`config.mk`:
```
export PLATFORM = sky130hd
export DESIGN_NAME = pulse_tx
export DESIGN_NICKNAME = d
export VERILOG_FILES = /design/src/rtl/pulse_tx_pkg.sv /design/src/rtl/pulse_phase_gen.sv /design/src/rtl/pulse_tx.sv
export SDC_FILE = /design/constraint.sdc
export NUM_CORES = 1
export LEC_CHECK = 0
export CELL_PAD_IN_SITES_DETAIL_PLACEMENT = 1
export CELL_PAD_IN_SITES_GLOBAL_PLACEMENT = 1
export CORE_MARGIN = 4
export CORE_UTILIZATION = 50
export DETAILED_ROUTE_END_ITERATION = 6
export DONT_BUFFER_PORTS = 1
export PLACE_DENSITY_LB_ADDON = 0.08
export SYNTH_ARGS = -nofsm -noshare
export SYNTH_HDL_FRONTEND = slang
export SYNTH_SLANG_ARGS = --single-unit
```
`constraint.sdc`:
```
create_clock -name i_clk -period 6.71 [get_ports i_clk]
set_clock_uncertainty 0.1 [all_clocks]
set_input_delay 2.013 -clock i_clk [delete_from_list [all_inputs] [get_ports i_clk]]
set_output_delay 2.013 -clock i_clk [all_outputs]
set_load 0.005 [all_outputs]
```
`src/rtl/pulse_tx_pkg.sv`:
```
// rtl/pulse_tx_pkg.sv - shared state encoding, timing defaults and drive-window helpers for pulse_tx
// Contents:
//   state_t           IDLE / BURST / HOLD encoding
//   DEF_*             default timing constants, also the source for receive-side delays
//   drive_p / drive_n phase-window decode for the two transducer drives
package pulse_tx_pkg;

    localparam int CNT_W = 20;

    localparam int unsigned DEF_HALF_CNT = 100;
    localparam int unsigned DEF_DEAD     = 4;
    localparam int unsigned DEF_NCYC     = 4;
    localparam int unsigned DEF_HOLDOFF  = 65200;

    typedef enum logic [1:0] {
        ST_IDLE  = 2'd0,
        ST_BURST = 2'd1,
        ST_HOLD  = 2'd2
    } state_t;

    // Positive drive owns the first half-period minus its leading dead band.
    function automatic logic drive_p(input logic [CNT_W-1:0] phase,
                                     input int unsigned half,
                                     input int unsigned dead);
        return (phase >= CNT_W'(dead)) && (phase < CNT_W'(half));
    endfunction

    // Negative drive owns the second half-period minus its leading dead band.
    function automatic logic drive_n(input logic [CNT_W-1:0] phase,
                                     input int unsigned half,
                                     input int unsigned dead);
        return (phase >= CNT_W'(half + dead)) && (phase < CNT_W'(2 * half));
    endfunction

endpackage

```
`src/rtl/pulse_phase_gen.sv`:
```
// rtl/pulse_phase_gen.sv - phase counter with dead-band compare producing registered Tx_p/Tx_n
// Ports:
//   i_clk, i_rst_n   clock, asynchronous active-low reset
//   i_clear          restart the phase at 0 with both drives low
//   i_advance        step the phase by one (wrapping at 2*HALF_CNT-1)
//   o_phase_last     current phase is the last of the period
//   o_tx_p, o_tx_n   registered drives for the current phase
module pulse_phase_gen
    import pulse_tx_pkg::*;
#(
    parameter int unsigned HALF_CNT = DEF_HALF_CNT,
    parameter int unsigned DEAD     = DEF_DEAD
) (
    input  logic i_clk,
    input  logic i_rst_n,
    input  logic i_clear,
    input  logic i_advance,
    output logic o_phase_last,
    output logic o_tx_p,
    output logic o_tx_n
);

    localparam logic [CNT_W-1:0] P_LAST = CNT_W'(2 * HALF_CNT - 1);

    logic [CNT_W-1:0] r_phase;
    logic [CNT_W-1:0] w_phase_next;
    logic             w_tx_p_next;
    logic             w_tx_n_next;

    assign o_phase_last = (r_phase == P_LAST);

    // Drives are decoded from the phase the next cycle will hold, so the
    // registered outputs line up with r_phase. Anything other than an advance
    // (idle, holdoff, clear) leaves both drives low.
    always_comb begin
        w_phase_next = r_phase;
        w_tx_p_next  = 1'b0;
        w_tx_n_next  = 1'b0;
        if (i_clear) begin
            w_phase_next = '0;
        end else if (i_advance) begin
            w_phase_next = o_phase_last ? '0 : r_phase + CNT_W'(1);
            w_tx_p_next  = drive_p(w_phase_next, HALF_CNT, DEAD);
            w_tx_n_next  = drive_n(w_phase_next, HALF_CNT, DEAD);
        end
    end

    always_ff @(posedge i_clk or negedge i_rst_n) begin
        if (!i_rst_n) begin
            r_phase <= '0;
            o_tx_p  <= 1'b0;
            o_tx_n  <= 1'b0;
        end else begin
            r_phase <= w_phase_next;
            o_tx_p  <= w_tx_p_next;
            o_tx_n  <= w_tx_n_next;
        end
    end

endmodule

```
`src/rtl/pulse_tx.sv`:
```
// rtl/pulse_tx.sv - ultrasound excitation burst generator with dead band, holdoff and abort
// Ports:
//   i_clk, i_rst_n   clock, asynchronous active-low reset
//   i_start          burst request (accepted only while not busy)
//   i_abort          terminate burst/holdoff at once, no done pulse
//   o_tx_p, o_tx_n   complementary transducer drives, never high together
//   o_tx_sync        one-cycle marker in burst cycle 0
//   o_tx_busy        high from burst cycle 0 through the last holdoff cycle
//   o_tx_done        one-cycle pulse in the first cycle after holdoff
module pulse_tx
    import pulse_tx_pkg::*;
#(
    parameter int unsigned HALF_CNT = DEF_HALF_CNT,
    parameter int unsigned DEAD     = DEF_DEAD,
    parameter int unsigned NCYC     = DEF_NCYC,
    parameter int unsigned HOLDOFF  = DEF_HOLDOFF
) (
    input  logic i_clk,
    input  logic i_rst_n,
    input  logic i_start,
    input  logic i_abort,
    output logic o_tx_p,
    output logic o_tx_n,
    output logic o_tx_sync,
    output logic o_tx_busy,
    output logic o_tx_done
);

    localparam logic [CNT_W-1:0] C_LAST = CNT_W'(NCYC - 1);
    localparam logic [CNT_W-1:0] H_LAST = CNT_W'(HOLDOFF - 1);

    state_t           r_state;
    state_t           w_state_next;
    logic [CNT_W-1:0] r_cyc;
    logic [CNT_W-1:0] w_cyc_next;
    logic [CNT_W-1:0] r_hold;
    logic [CNT_W-1:0] w_hold_next;
    logic             w_sync_next;
    logic             w_busy_next;
    logic             w_done_next;
    logic             w_clear;
    logic             w_advance;
    logic             w_phase_last;

    pulse_phase_gen #(
        .HALF_CNT (HALF_CNT),
        .DEAD     (DEAD)
    ) u_phase (
        .i_clk        (i_clk),
        .i_rst_n      (i_rst_n),
        .i_clear      (w_clear),
        .i_advance    (w_advance),
        .o_phase_last (w_phase_last),
        .o_tx_p       (o_tx_p),
        .o_tx_n       (o_tx_n)
    );

    // Status outputs are decoded from the next state so that, once
    // registered, they describe the cycle the FSM is actually in.
    always_comb begin
        w_state_next = r_state;
        w_cyc_next   = r_cyc;
        w_hold_next  = r_hold;
        w_sync_next  = 1'b0;
        w_busy_next  = 1'b0;
        w_done_next  = 1'b0;
        w_clear      = 1'b0;
        w_advance    = 1'b0;

        unique case (r_state)
            ST_IDLE: begin
                // Abort wins over a simultaneous start.
                if (i_start && !i_abort) begin
                    w_state_next = ST_BURST;
                    w_cyc_next   = '0;
                    w_hold_next  = '0;
                    w_sync_next  = 1'b1;
                    w_busy_next  = 1'b1;
                    w_clear      = 1'b1;
                end
            end

            ST_BURST: begin
                if (i_abort) begin
                    w_state_next = ST_IDLE;
                    w_cyc_next   = '0;
                    w_hold_next  = '0;
                    w_clear      = 1'b1;
                end else begin
                    w_advance   = 1'b1;
                    w_busy_next = 1'b1;
                    if (w_phase_last) begin
                        if (r_cyc == C_LAST) begin
                            w_state_next = ST_HOLD;
                            w_cyc_next   = '0;
                            w_hold_next  = '0;
                        end else begin
                            w_cyc_next = r_cyc + CNT_W'(1);
                        end
                    end
                end
            end

            ST_HOLD: begin
                if (i_abort) begin
                    w_state_next = ST_IDLE;
                    w_cyc_next   = '0;
                    w_hold_next  = '0;
                    w_clear      = 1'b1;
                end else if (r_hold == H_LAST) begin
                    // Return to IDLE now so a start during the done cycle is taken.
                    w_state_next = ST_IDLE;
                    w_hold_next  = '0;
                    w_done_next  = 1'b1;
                end else begin
                    w_hold_next = r_hold + CNT_W'(1);
                    w_busy_next = 1'b1;
                end
            end

            default: begin
                w_state_next = ST_IDLE;
                w_cyc_next   = '0;
                w_hold_next  = '0;
                w_clear      = 1'b1;
            end
        endcase
    end

    always_ff @(posedge i_clk or negedge i_rst_n) begin
        if (!i_rst_n) begin
            r_state   <= ST_IDLE;
            r_cyc     <= '0;
            r_hold    <= '0;
            o_tx_sync <= 1'b0;
            o_tx_busy <= 1'b0;
            o_tx_done <= 1'b0;
        end else begin
            r_state   <= w_state_next;
            r_cyc     <= w_cyc_next;
            r_hold    <= w_hold_next;
            o_tx_sync <= w_sync_next;
            o_tx_busy <= w_busy_next;
            o_tx_done <= w_done_next;
        end
    end

endmodule

```
==> results of run 1 <==
## critical path: cells and delay by family (launching register included)
family | cells | cell delay (ps)
DFF | 1 | 480
and+or+nand+nor | 3 | 1880
AOI/OAI and AO/OA | 2 | 1410
## metal layers
metal	vias up	share of wire (%)	track usage (%)
li1	1689	-	-
met1	1765	50	33.1
met2	53	45	34.6
met3	18	2.9	3.30
met4	0	1.8	8.84
met5	-	0	0
## worst min path at each step
stage	endpoint	slack (ps)	depth (start not counted)
2_1_floorplan	r_hold[14]	350	1
3_3_place_gp	r_cyc[19]	370	1
3_5_place_dp	r_hold[14]	370	1
4_1_cts	r_hold[14]	380	1
5_1_grt	r_hold[19]	410	1
6_report	r_hold[14]	380	1
## power breakdown
part           internal [uW]  switching [uW]  total (uW)
Sequential               423            22.5         445
Combinational           74.9             187         262
Clock                    208             168         375
## synth_stat cells (5+ instances only)
library cell	n
o21ai_0	77
buf_2	10
nor3_1	7
clkbuf_1	15
nand3_1	33
a31oi_1	12
o41ai_1	5
nand2b_1	9
and3_1	16
nor4_1	7
ha_1	7
nor2_1	39
nand2_1	28
and4_1	5
xnor2_1	5
inv_1	14
a21oi_1	10
dfrtp_1	67
nor2b_1	16
nand4_1	11
o31ai_1	30
## through the flow
stage,setup WS (ps),area [um^2]
2_1_floorplan,3240,4000
3_3_place_gp,2440,4020
3_5_place_dp,2390,4020
4_1_cts,2660,4240
5_1_grt,2340,4240
6_report,2720,4240
## state kept, by name (all words and copies together), names as in the netlist
name / cells
r_hold: 20
o_tx_done: 1
o_tx_busy: 1
u_phase.o_tx_p: 1
u_phase.o_tx_n: 1
r_cyc: 20
r_state: 2
o_tx_sync: 1
u_phase.r_phase: 20
## layout make-up
cell class	instances	area [um^2]
timing repair buffer	2	15.0
multi-input combinational	356	2150
tap	102	128
sequential	67	1680
fill	935	3530
inverter	14	52.6
clock inverter	7	92.6
clock buffer	9	124
## kinds of logic (layout without fill, tap and decap cells)
| kind of cell | Yosys count | in the layout | share of synthesized area [%] |
|---|---|---|---|
| adder cells (fa/ha/maj) | 7 | 7 | 2.19 |
| AO/OA/AOI/OAI | 153 | 153 | 24.4 |
| flip-flops | 67 | 67 | 41.9 |
| buffers and inverters | 41 | 32 | 4.53 |
| AND/OR/NAND/NOR | 185 | 185 | 24.4 |
| multiplexers | 2 | 2 | 0.531 |
| XOR/XNOR | 9 | 9 | 1.97 |
==> key figures, run 1 <==
Run status
  • Status: finished clean

Power
  • Pwr/cell area: 256 nW/um^2
  • Pwr Total: 1080 uW
  • Worst IR Drop VDD: 204 uV
  • LEAKAGE: 0.00174 uW

Synthesis
  • #FFs+latches synth: 67
  • Syn Inst Count: 464
  • Synth area leader: dfrtp_1
  • Fraction of registers with async set/reset: 100%
  • Avg Inst Size Synth: 8.63 um^2
  • Top-area cell type share of the netlist area: 41.9%
  • Yosys Warn Count: 0
  • Most used DFF post-synth: dfrtp_1
  • Register area share after synthesis: 41.9%
  • Number of synthesized flops with an enable pin: 0
  • Syn_nets: 475
  • Mapped cell area: 4000 um^2
  • Main area contributors after synthesis: dfrtp_1, o21ai_0, o31ai_1, nand3_1, nor2_1
  • Yosys cell types: 48

CTS
  • CTS tree: done
  • Total CTS buffers: 9
  • Post-CTS Hold Fix Bufs: 0
  • Clock transition at path regs: 80 ps
  • Worst-case clock buffer depth: 2
  • Post-CTS Resized: 0
  • H-tree Lvls: 3
  • Clock sinks: 67
  • Root Buffer: clkbuf_8
  • Post-CTS Setup Inserts: 0
  • Clk_lat worst skew: 350 ps

STA
  • Hold Fails Final Rpt: 0
  • Final Hold Slack: 381 ps
  • Min cycle time layout: 3990 ps
  • Max Freq: 251 MHz
  • Period utilization: 59.4%
  • Setup violators final: 0
  • RSZ-0062 raised after global routing: false
  • Setup_tns: 0 ps
  • Max_slew headroom: 24.3%
  • Least-Margin Pin Slew: 1130 ps
  • Max-slew violation count: 0

Placement
  • Dpl cells: 541
  • IO buf count: 0
  • RePlAce Congestion: 0.754
  • HPWL Detailed: 6800 um

Route
  • Via count: 3525
  • DR iter-0 viols: 150
  • Final wirelength: 10200 um
  • DRT Pass-1 Iters: 4
  • Post-route ant nets: 0
  • WL/cell: 18.3 um
  • Drt via density: 6.33
  • DRC viols: 0

Global route
  • Global-route wire length before repair: 17900 um
  • Pin count of the biggest net entering global routing: 68
  • Overall Global Routing Usage: 22.8%
  • Initial antenna violation count: 0
  • Vias in the first global route: 3620
  • Total grt overflow: 0

Worst hold path
  • Hold path start: r_hold[14]
  • Worst hold-check path type: flop to flop

Die
  • Core area: 7770 um^2
  • Starting Density: 51.5%
  • I/O pin count: 9
  • Die width: 97.5 um
  • Die ar.: 9500 um^2
  • Row Count: 32
  • Die Y: 97.5 um

Worst setup path
  • FF-to-FF Start: r_cyc[14]
  • CP Max Fanout: 22
  • CP peak stage delay: 1000 ps
  • Setup crit end: r_hold[6]
  • R2R setup slack: 2720 ps
  • Crit path arrival time: 4120 ps
  • Crit path cell chain: or4_4 > o41ai_4 > nand3_2 > or2_1 > o41ai_1
  • CP Capture Type: flop
  • Worst Path Required: 6850 ps
  • R2R cell count: 5
  • Worst setup SP type: flop
  • Worst R2R End: r_hold[6]
  • Setup Crit Path Kind: flop to flop
  • CP max stage cell: o41ai_4
  • Setup crit start: r_cyc[14]

Cells and area
  • Inserted Diodes: 0
  • Syn-to-layout area delta: 5.88%
  • Most frequent cells in the layout: o21ai_0, dfrtp_1, nor2_1
  • Core Util, Final: 54.6%
  • Share of layout cells above drive strength 1: 7.69%
  • Commonest non-fill, non-tap cell in the layout: o21ai_0
  • Fin nets: 461
  • Non-filler cells in the finished layout: 557

Flow run
  • Max-cap violations: 0
Power figures use the tool's default switching activity.
==> inputs of run 2 (changes only) <==
--- a/config.mk
+++ b/config.mk
@@ -8,7 +8,7 @@
 export CELL_PAD_IN_SITES_DETAIL_PLACEMENT = 1
 export CELL_PAD_IN_SITES_GLOBAL_PLACEMENT = 1
 export CORE_MARGIN = 4
-export CORE_UTILIZATION = 50
+export CORE_UTILIZATION = 44
 export DETAILED_ROUTE_END_ITERATION = 6
 export DONT_BUFFER_PORTS = 1
 export PLACE_DENSITY_LB_ADDON = 0.08
==> constraint.sdc (replaced) <==
create_clock -name i_clk -period 3.3 [get_ports i_clk]
set_clock_uncertainty 0.1 [all_clocks]
set_input_delay 0.99 -clock i_clk [delete_from_list [all_inputs] [get_ports i_clk]]
set_output_delay 0.99 -clock i_clk [all_outputs]
set_load 0.005 [all_outputs]
==> key figures, run 2 (same netlist as run 1, synthesis figures left out) <==
Flow run
  • Max-cap violations: 0

STA
  • Max Freq: 363 MHz
  • Least-Margin Pin Slew: 647 ps
  • Min cycle time layout: 2760 ps
  • RSZ-0062 raised after global routing: false
  • Period utilization: 83.5%
  • Setup_tns: 0 ps
  • Max_slew headroom: 56.6%
  • Setup violators final: 0
  • Max-slew violation count: 0
  • Final WS setup: 544 ps
  • Hold Fails Final Rpt: 0

Placement
  • IO buf count: 0
  • HPWL Detailed: 7280 um
  • Pre-CTS setup slack: 582 ps
  • RePlAce Congestion: 0.830
  • DP Area: 4110 um^2

Worst setup path
  • Worst setup SP type: flop
  • CP bufs+invs: 1
  • CP max stage cell: dfrtp_1
  • CP Capture Type: flop
  • Crit path arrival time: 2900 ps
  • Cell family with most CP delay: simple AND/OR/NAND/NOR gates
  • R2R setup slack: 540 ps
  • Crit path cell chain: ha_1 > nand2_1 > nand4bb_1 > o21ai_1 > nand3_2 > or2_1 > buf_4 > o31ai_2
  • Worst Path Required: 3450 ps
  • CP peak stage delay: 460 ps
  • CP Max Fanout: 13
  • Setup Crit Path Kind: flop to flop

Power
  • Pwr/cell area: 526 nW/um^2
  • Logic pwr share: 26.2%
  • Clock power share: 34.2%
  • Part of the power in registers: 39.7%
  • Sw Share: 35.1%
  • Worst IR Drop VDD: 352 uV
  • Sw power: 798 uW
  • Int Power: 1480 uW
  • LEAKAGE: 0.00179 uW

Route
  • Post-route ant nets: 0
  • WL/cell: 18.3 um
  • Via count: 3522
  • Drt via density: 6.14
  • DRT Pass-1 Iters: 4
  • DRC viols: 0
  • Final wirelength: 10500 um
  • DR iter-0 viols: 123

CTS
  • Clock transition at path regs: 80 ps
  • Post-CTS Setup Inserts: 0
  • Worst-case clock buffer depth: 2
  • H-tree Lvls: 3
  • Clock sinks: 67
  • Post-CTS Hold Fix Bufs: 0
  • Total CTS buffers: 9
  • Root Buffer: clkbuf_8
  • Post-CTS Resized: 0
  • CTS tree: done
  • Clk_lat worst skew: 340 ps

Cells and area
  • Fill count: 1034
  • Inserted Diodes: 0
  • Syn-to-layout area delta: 8.16%
  • Commonest non-fill, non-tap cell in the layout: o21ai_0
  • Most frequent cells in the layout: o21ai_0, dfrtp_1, nor2_1
  • Post-route design area: 4330 um^2
  • Share of layout cells above drive strength 1: 9.66%
  • Top Registers: r_cyc (20), r_hold (20), u_phase.r_phase (20)
  • Fin nets: 472

Worst hold path
  • Worst hold-check path type: primary input to asynchronous set/reset pin

Run status
  • Status: finished clean

Die
  • Starting Density: 45.5%
  • Die Y: 103 um
  • Die width: 103 um
  • Row Count: 34
  • Die ar.: 10700 um^2
  • I/O pin count: 9
  • Core area: 8810 um^2

Global route
  • Global-route wire length before repair: 18200 um
  • Vias in the first global route: 3626
  • Initial antenna violation count: 0
  • Pin count of the biggest net entering global routing: 68
  • Overall Global Routing Usage: 21.4%
  • Total grt overflow: 0
[run 2: worst register-to-register path, delay by kind of cell, from the launching register on]
kind	cells	cell delay [ps]
AND/OR/NAND/NOR	4	970
AO/OA/AOI/OAI	2	530
flip-flops	1	460
adder cells (fa/ha/maj)	1	360
buffers and inverters	1	240
[run 2: cell type report]
class | count | area, um^2 | area share, %
flip-flops and latches | 67 | 1680 | 38.7
multi-input cells | 356 | 2150 | 49.7
clock inverters | 6 | 90.1 | 2.08
well taps | 108 | 135 | 3.12
clock buffers | 10 | 128 | 2.95
repair buffers | 13 | 97.6 | 2.25
inverters | 14 | 52.6 | 1.21
[run 2: power groups by stage]
| stage | combinational, uW | clock, uW | sequential, uW |
|---|---|---|---|
| floorplan | 404 | 0 | 907 |
| global placement | 574 | 0 | 915 |
| detailed placement | 597 | 0 | 919 |
| CTS | 603 | 792 | 903 |
| global route | 670 | 832 | 910 |
| finish | 595 | 778 | 902 |
[run 2: stage by stage]
step / power, uW / cells / utilization, % / hold slack [ps]
5_1_grt: 2410 / 574 / 49.2 / 206
3_3_place_gp: 1490 / 558 / 46.7 / 366
4_1_cts: 2300 / 574 / 49.2 / 216
6_report: 2280 / 574 / 49.2 / 228
3_5_place_dp: 1520 / 558 / 46.7 / 370
2_1_floorplan: 1310 / 464 / - / 345
[run 2: final timing paths]
kind | from | to | cells after the start
max in group asynchronous | i_rst_n | u_phase.o_tx_p | 0
max reg2reg | u_phase.r_phase[0] | r_hold[19] | 8
max | u_phase.r_phase[0] | r_hold[19] | 8
min reg2reg | r_cyc[19] | r_cyc[19] | 1
min in group i_clk | r_cyc[19] | r_cyc[19] | 1
min | i_rst_n | r_hold[2] | 0
[run 2: routing by layer]
metal / up-vias / track usage (%) / wire length (um)
met5: - / 0 / 0
met1: 1767 / 30.2 / 5300
met3: 11 / 2.68 / 190
met4: 0 / 6.18 / 116
met2: 27 / 34.4 / 4900
li1: 1717 / - / -
